===== config.mk =====
export PLATFORM = sky130hd
export DESIGN_NAME = ebus_pi_dev_flat
export DESIGN_NICKNAME = d
export VERILOG_FILES = /design/src/rtl/pi_dev_pkg.sv /design/src/rtl/ebus_pi_dev_if.sv /design/src/rtl/pi_src_prio.sv /design/src/rtl/ebus_pi_dev.sv /design/src/flat_wrapper.sv
export SDC_FILE = /design/constraint.sdc
export NUM_CORES = 1
export LEC_CHECK = 0
export BUFFER_PORTS_ARGS = -buffer_cell sky130_fd_sc_hd__buf_4
export CAP_MARGIN = 20
export CELL_PAD_IN_SITES_DETAIL_PLACEMENT = 0
export CELL_PAD_IN_SITES_GLOBAL_PLACEMENT = 2
export CORE_UTILIZATION = 27
export DETAILED_ROUTE_END_ITERATION = 16
export PLACE_DENSITY = 0.84
export SETUP_SLACK_MARGIN = 0.02
export SYNTH_ARGS = -nofsm -noshare
export SYNTH_HDL_FRONTEND = slang
export SYNTH_HIERARCHICAL = 1
export SYNTH_SLANG_ARGS = --single-unit

===== constraint.sdc =====
create_clock -name CLK -period 2.7 [get_ports CLK]
set_clock_uncertainty 0.15 [all_clocks]
set_input_delay 0.675 -clock CLK [delete_from_list [all_inputs] [get_ports CLK]]
set_output_delay 0.675 -clock CLK [all_outputs]
set_load 0.005 [all_outputs]

===== src/rtl/pi_dev_pkg.sv =====
// Shared constants and types for the EBUS PI device-side interrupt requester.
// Bit positions in the function word use EBUS numbering (bit 0 = MSB).
package pi_dev_pkg;

   localparam logic [2:0] FN_ID   = 3'o1;
   localparam logic [2:0] FN_VEC  = 3'o2;
   localparam logic [2:0] IFW_STD = 3'o1;
   localparam logic [2:0] IFW_VEC = 3'o2;

   localparam int IFW_LO = 3;
   localparam int IFW_HI = 5;
   localparam int ADR_LO = 18;
   localparam int ADR_HI = 35;

   // Source index width covers the largest supported NSRC of 8.
   localparam int SRC_W = 3;

   typedef enum logic [1:0] {
      S_IDLE,
      S_ID,
      S_VEC,
      S_REL
   } state_t;

endpackage


===== src/rtl/ebus_pi_dev_if.sv =====
// EBUS interrupt signals between the PI board (master) and one I/O device (slave).
// Request lines are indexed 1..7 and data bit 0 is the MSB, matching EBUS numbering.
interface ebus_pi_dev_if;

   logic [1:7]  ebus_pi_o;
   logic        ebus_demand_i;
   logic [2:0]  ebus_func_i;
   logic [2:0]  ebus_lvl_i;
   logic [3:0]  ebus_sel_i;
   logic [0:35] ebus_data_o;
   logic        ebus_data_oe_o;
   logic        ebus_xfer_o;

   modport slave (
      output ebus_pi_o,
      input  ebus_demand_i,
      input  ebus_func_i,
      input  ebus_lvl_i,
      input  ebus_sel_i,
      output ebus_data_o,
      output ebus_data_oe_o,
      output ebus_xfer_o
   );

   modport master (
      input  ebus_pi_o,
      output ebus_demand_i,
      output ebus_func_i,
      output ebus_lvl_i,
      output ebus_sel_i,
      input  ebus_data_o,
      input  ebus_data_oe_o,
      input  ebus_xfer_o
   );

endinterface


===== src/rtl/pi_src_prio.sv =====
// Lowest-index-wins priority encoder over the pending interrupt sources.
module pi_src_prio
   import pi_dev_pkg::*;
#(
   parameter int NSRC = 4
) (
   input  logic [NSRC-1:0]  i_req,
   output logic             o_vld,
   output logic [SRC_W-1:0] o_idx
);

   // NOTE: every output of a combinational block gets a default before any
   // conditional assignment, otherwise synthesis infers a latch.
   always_comb begin
      o_vld = |i_req;
      o_idx = '0;
      for (int i = NSRC - 1; i >= 0; i--) begin
         if (i_req[i]) o_idx = SRC_W'(i);
      end
   end

endmodule


===== src/rtl/ebus_pi_dev.sv =====
// EBUS device-side interrupt requester: pending flags, PIA request line, ID/VECTOR service.
// Define VECTOR_INTR_EN to answer VECTOR with a vector-interrupt word at VEC_BASE + 2*src.
module ebus_pi_dev
   import pi_dev_pkg::*;
#(
   parameter int          NSRC     = 4,
   parameter logic [3:0]  PHY      = 4'd8,
   parameter logic [17:0] VEC_BASE = 18'o000100
) (
   input  logic            CLK,
   input  logic            RESET_L,
   input  logic [NSRC-1:0] dev_event_i,
   input  logic            cono_stb_i,
   input  logic [2:0]      cono_pia_i,
   input  logic            cono_en_i,
   input  logic [NSRC-1:0] cono_clr_i,
   output logic [NSRC+3:0] coni_o,
   ebus_pi_dev_if.slave    ebus
);

`ifdef VECTOR_INTR_EN
   localparam bit VEC_MODE = 1'b1;
`else
   localparam bit VEC_MODE = 1'b0;
`endif
   localparam logic [2:0] IFW_CODE = VEC_MODE ? IFW_VEC : IFW_STD;

   state_t           r_state;
   state_t           w_state_n;
   logic [NSRC-1:0]  r_pend;
   logic             r_en;
   logic [2:0]       r_pia;
   logic [1:7]       r_pi;
   logic             r_snap_vld;
   logic [2:0]       r_plvl;
   logic [SRC_W-1:0] r_psrc;
   logic             r_retire;
   logic [0:35]      r_data;
   logic             r_oe;
   logic             r_xfer;

   logic             w_req;
   logic             w_prio_vld;
   logic [SRC_W-1:0] w_prio_idx;
   logic [1:7]       w_pi_n;
   logic [0:35]      w_id_word;
   logic [0:35]      w_fn_word;
   logic [0:35]      w_data_n;
   logic             w_drv_n;
   logic             w_latch;
   logic             w_arm_retire;
   logic             w_do_retire;
   logic [NSRC-1:0]  w_clr;

   pi_src_prio #(.NSRC(NSRC)) u_prio (
      .i_req (r_pend),
      .o_vld (w_prio_vld),
      .o_idx (w_prio_idx)
   );

   assign w_req = r_en & w_prio_vld & (r_pia != 3'd0);

   always_comb begin
      w_pi_n = '0;
      for (int k = 1; k <= 7; k++) begin
         w_pi_n[k] = w_req && (r_pia == 3'(k));
      end
   end

   always_comb begin
      w_id_word      = '0;
      w_id_word[PHY] = 1'b1;
      w_fn_word      = '0;
      w_fn_word[IFW_LO:IFW_HI] = IFW_CODE;
      w_fn_word[ADR_LO:ADR_HI] = VEC_MODE ? (VEC_BASE + {14'd0, r_psrc, 1'b0}) : 18'd0;
   end

   // Set wins over clear: events are OR-ed in after CONO and retire clears.
   always_comb begin
      w_clr = cono_stb_i ? cono_clr_i : '0;
      for (int i = 0; i < NSRC; i++) begin
         if (w_do_retire && (r_psrc == SRC_W'(i))) w_clr[i] = 1'b1;
      end
   end

   always_comb begin
      w_state_n    = r_state;
      w_data_n     = r_data;
      w_drv_n      = r_oe;
      w_latch      = 1'b0;
      w_arm_retire = 1'b0;
      w_do_retire  = 1'b0;
      case (r_state)
         S_IDLE: begin
            if (ebus.ebus_demand_i && (ebus.ebus_func_i == FN_ID) &&
                (ebus.ebus_lvl_i == r_pia) && w_req) begin
               w_state_n = S_ID;
               w_latch   = 1'b1;
            end else if (ebus.ebus_demand_i && (ebus.ebus_func_i == FN_VEC) &&
                         (ebus.ebus_sel_i == PHY) && r_snap_vld) begin
               w_state_n = S_VEC;
            end
         end
         S_ID: begin
            // Stay silent if the PI board has already moved off the latched level.
            w_state_n = S_REL;
            if (ebus.ebus_lvl_i == r_plvl) begin
               w_data_n = w_id_word;
               w_drv_n  = 1'b1;
            end
         end
         S_VEC: begin
            w_state_n    = S_REL;
            w_data_n     = w_fn_word;
            w_drv_n      = 1'b1;
            w_arm_retire = 1'b1;
         end
         S_REL: begin
            if (!ebus.ebus_demand_i) begin
               w_state_n   = S_IDLE;
               w_data_n    = '0;
               w_drv_n     = 1'b0;
               w_do_retire = r_retire;
            end
         end
         default: w_state_n = S_IDLE;
      endcase
   end

   // NOTE: clocked state uses non-blocking assignments so every register
   // samples the pre-edge values regardless of statement order.
   always_ff @(posedge CLK or negedge RESET_L) begin
      if (!RESET_L) r_state <= S_IDLE;
      else          r_state <= w_state_n;
   end

   // The bus drivers sit on the async reset so a reset mid-cycle releases EBUS at once.
   always_ff @(posedge CLK or negedge RESET_L) begin
      if (!RESET_L) begin
         r_pend     <= '0;
         r_en       <= 1'b0;
         r_pia      <= 3'd0;
         r_pi       <= '0;
         r_snap_vld <= 1'b0;
         r_plvl     <= 3'd0;
         r_psrc     <= '0;
         r_retire   <= 1'b0;
         r_data     <= '0;
         r_oe       <= 1'b0;
         r_xfer     <= 1'b0;
      end else begin
         r_pend <= (r_pend & ~w_clr) | dev_event_i;
         r_pi   <= w_pi_n;
         r_data <= w_data_n;
         r_oe   <= w_drv_n;
         r_xfer <= w_drv_n;
         if (cono_stb_i) begin
            r_pia <= cono_pia_i;
            r_en  <= cono_en_i;
         end
         if (w_latch) begin
            r_plvl     <= r_pia;
            r_psrc     <= w_prio_idx;
            r_snap_vld <= 1'b1;
         end else if (w_do_retire) begin
            r_snap_vld <= 1'b0;
         end
         if (w_arm_retire)     r_retire <= 1'b1;
         else if (w_do_retire) r_retire <= 1'b0;
      end
   end

   assign coni_o              = {r_pend, r_en, r_pia};
   assign ebus.ebus_pi_o      = r_pi;
   assign ebus.ebus_data_o    = r_data;
   assign ebus.ebus_data_oe_o = r_oe;
   assign ebus.ebus_xfer_o    = r_xfer;

endmodule


===== src/flat_wrapper.sv =====
// flat-port wrapper written by rule: the top's interface ports become plain ports
module ebus_pi_dev_flat import pi_dev_pkg::*;
#(
   parameter int          NSRC     = 4,
   parameter logic [3:0]  PHY      = 4'd8,
   parameter logic [17:0] VEC_BASE = 18'o000100
)
  (CLK, RESET_L, dev_event_i, cono_stb_i, cono_pia_i, cono_en_i, cono_clr_i, coni_o, ebus_ebus_pi_o, ebus_ebus_demand_i, ebus_ebus_func_i, ebus_ebus_lvl_i, ebus_ebus_sel_i, ebus_ebus_data_o, ebus_ebus_data_oe_o, ebus_ebus_xfer_o);
  ebus_pi_dev_if ebus_i ();
  input  logic CLK;
  input  logic RESET_L;
  input  logic [NSRC-1:0] dev_event_i;
  input  logic cono_stb_i;
  input  logic [2:0] cono_pia_i;
  input  logic cono_en_i;
  input  logic [NSRC-1:0] cono_clr_i;
  output logic [NSRC+3:0] coni_o;
  output wire logic [$bits(ebus_i.ebus_pi_o)-1:0] ebus_ebus_pi_o;
  input wire logic [$bits(ebus_i.ebus_demand_i)-1:0] ebus_ebus_demand_i;
  input wire logic [$bits(ebus_i.ebus_func_i)-1:0] ebus_ebus_func_i;
  input wire logic [$bits(ebus_i.ebus_lvl_i)-1:0] ebus_ebus_lvl_i;
  input wire logic [$bits(ebus_i.ebus_sel_i)-1:0] ebus_ebus_sel_i;
  output wire logic [$bits(ebus_i.ebus_data_o)-1:0] ebus_ebus_data_o;
  output wire logic [$bits(ebus_i.ebus_data_oe_o)-1:0] ebus_ebus_data_oe_o;
  output wire logic [$bits(ebus_i.ebus_xfer_o)-1:0] ebus_ebus_xfer_o;
  assign ebus_ebus_pi_o = ebus_i.ebus_pi_o;
  assign ebus_i.ebus_demand_i = ebus_ebus_demand_i;
  assign ebus_i.ebus_func_i = ebus_ebus_func_i;
  assign ebus_i.ebus_lvl_i = ebus_ebus_lvl_i;
  assign ebus_i.ebus_sel_i = ebus_ebus_sel_i;
  assign ebus_ebus_data_o = ebus_i.ebus_data_o;
  assign ebus_ebus_data_oe_o = ebus_i.ebus_data_oe_o;
  assign ebus_ebus_xfer_o = ebus_i.ebus_xfer_o;
  ebus_pi_dev #(.NSRC(NSRC), .PHY(PHY), .VEC_BASE(VEC_BASE)) u_core (.CLK(CLK), .RESET_L(RESET_L), .dev_event_i(dev_event_i), .cono_stb_i(cono_stb_i), .cono_pia_i(cono_pia_i), .cono_en_i(cono_en_i), .cono_clr_i(cono_clr_i), .coni_o(coni_o), .ebus(ebus_i));
endmodule

==> run metrics <==
outcome finished clean; Worst Setup Start Kind flop; Synth top cells by count buf_4 (38), dfrtp_1 (28), nand2_1 (13), mux2_2 (11), nor2_1 (9); Pleak 0.998 nW; actual slew at the worst max-slew pin 0.492 ns; FILL cells 633; CP cell instances nor2_1 > nand2_1 > nand2_1 > or4_1 > a21oi_2 > o21ai_1 > a221o_1; final setup violating endpoints 0; share of cells above drive strength 1 34.3%; total gr overflow 0; number of buffers created by CTS 3; footprint of the multi-input gates 764 um2; Util after Layout 33.7%; DRT antenna net count 0; Nets 237; EDFF count, synth 0; register area 701 um2; row count 28; Pwr Density 655 mW/mm2; Peak VDD IR 0.366 mV; post-synthesis cell count 161; count leader, synth buf_4; Min Clock Period, post-route 2.21 ns; post-route cell area 0.00199 mm2; Switching Fraction 30.2%; Finished Layout Cells 279; vias after detailed routing 1,158; ys async rst share 100%; Initial Utilization 28.0%; Setup Fix Bufs, Post-CTS 0; DP Area 0.00192 mm2; CTS Buffer Depth 2; DIE AREA 0.00647 mm2; period utilisation layout 81.9%; placer congestion estimate 0.703; IO Pins 79; core footprint 0.00592 mm2; fmax 452 MHz; clk sink count 28; sequential power share 40.2%; Int Pwr 912 uW; Gate power share 34.5%; Worst-path clk slew 0.10 ns; DR vias/cell 4.15; Required @ worst endpoint 2.71 ns; worst min path class input port to async pin; CP top delay family simple AND/OR/NAND/NOR gates; CP Max Fanout 5; max cap viols 0; Seq cells post-synth 28; Synth area leaders dfrtp_1 (42%), buf_4 (17%), mux2_2 (7.5%); total chip power 1.31 mW; Hold Slack 0.156 ns; Synth Flop Type dfrtp_1; average size of a mapped cell 10.3 um2; CTS tree yes; slew margin rel. 66.8%; clk_lat worst skew 0.27 ns; Max Slew Vio Count 0; Die H 80.4 um; # diodes 0; WL final 3100 um; Die Width 80.4 um; DR WL/cell 11.1 um; Cells after DPL 275; PnR worst setup slack 0.488 ns; Setup crit end kind flop; DP HPWL 2430 um; CTS-repair resized insts 0; Syn-to-layout area delta 20.1%; kind of critical path flop to flop; port bufs 44; Psw 394 uW; hold_buf cts 0; largest net degree at the start of global routing 29; CP max stage delay 0.56 ns; RSZ-0062 raised after global routing no; worst slack, placed 0.327 ns; initial antenna violation count 0; Most common cell on crit path nand2_1; vias in the first global route 1,047; Critical Path AT 2.23 ns; CP max stage cell or4_1; worst path buffer plus inverter count 0; sequential area share after synthesis 42.2%; Tot GR Track Use 10.1%; Yosys top cell by area dfrtp_1; initial DRC count 34; drt drc 0; final hold viol count 0; Distinct cells, synth 37; Root Driver clkbuf_8; Clock Power Share 25.3%; TNS Setup 0 ns; H-tree Lvls 1; drt first pass iters 4; first-pass GRT wire length 4920 um; share of the synthesized area in the top cell type 42.2%; Ys Warns 6; Cell Area, Synth 0.00166 mm2
logic make-up (layout without fill, tap and decap cells):
kind of cell | count (synthesis) | in the layout | synth area share (%)
simple gates | 47 | 47 | 15.1
xor+xnor | 5 | 5 | 2.64
mux | 12 | 12 | 8.06
compound gates | 16 | 16 | 7.84
flops | 28 | 28 | 42.2
fa+ha+maj | 6 | 6 | 4.52
buf+inv | 45 | 55 | 19.2
other cells | 2 | 35 | 0.452
per-layer routing:
metal / track usage, % / vias to the layer above / share of wire [%]
met4: 4.29 / 0 / 1.3
met2: 17.0 / 44 / 51
li1: - / 560 / -
met3: 2.27 / 2 / 6.5
met1: 12.3 / 552 / 42
met5: 0 / - / 0
sequential cells by signal, indices dropped and copies added, names as in the netlist:
register	flops
u_core/ebus.ebus_pi_o	7
u_core/r_pend	4
u_core/r_pia	3
u_core/r_plvl	3
u_core/r_psrc	3
u_core/ebus.ebus_data_o	2
u_core/r_state	2
u_core/ebus.ebus_xfer_o	1
u_core/r_en	1
u_core/r_retire	1
u_core/r_snap_vld	1
worst paths after layout:
kind / startpoint / endpoint / slack [ns] / depth (start not counted)
max in group asynchronous: RESET_L / u_core/r_state[0] / 1.98 / 1
worst min register to register: u_core/r_retire / u_core/r_retire / 0.35 / 1
worst min-delay path: RESET_L / u_core/ebus.ebus_pi_o[2] / 0.16 / 1
worst max register to register: u_core/r_pend[0] / u_core/r_state[0] / 0.49 / 7
worst max-delay path: u_core/r_pend[0] / u_core/r_state[0] / 0.49 / 7
min in group CLK: u_core/r_retire / u_core/r_retire / 0.35 / 1
worst register-to-register path: stages (launching register included):
cell	delay, ns
dfrtp_1	0.44
nor2_1	0.07
nand2_1	0.10
nand2_1	0.13
or4_1	0.56
a21oi_2	0.18
o21ai_1	0.11
a221o_1	0.36
power groups by stage:
stage / Sequential, mW / Clock (mW) / Combinational (mW)
4_1_cts: 0.527 / 0.342 / 0.456
5_1_grt: 0.535 / 0.356 / 0.510
3_5_place_dp: 0.535 / 0 / 0.454
2_1_floorplan: 0.528 / 0 / 0.341
6_report: 0.525 / 0.330 / 0.451
3_3_place_gp: 0.533 / 0 / 0.450
cell usage in the layout (no fill, tap or decap), drive strengths merged, types with 2 or more instances in the layout:
cell type and instances:
buf 46, conb 35, dfrtp 28, nand2 14, mux2 11, nor2 9
nand2b 6, ha 6, inv 5, nor3 5, clkbuf 3, a31o 3
nand3 3, xnor2 3, nand3b 2, or2 2, xor2 2, a21oi 2
and4b 2, o21ai 2
area by class of cell:
cell class | instances | area share (%)
Inverter | 5 | 0.941
Tap cell | 75 | 4.71
Sequential cell | 28 | 35.1
Timing Repair Buffer | 46 | 17.3
Clock buffer | 3 | 2.07
Multi-Input combinational cell | 121 | 38.3
Clock inverter | 1 | 1.51
Note: power is estimated with default switching activity, not from simulation.
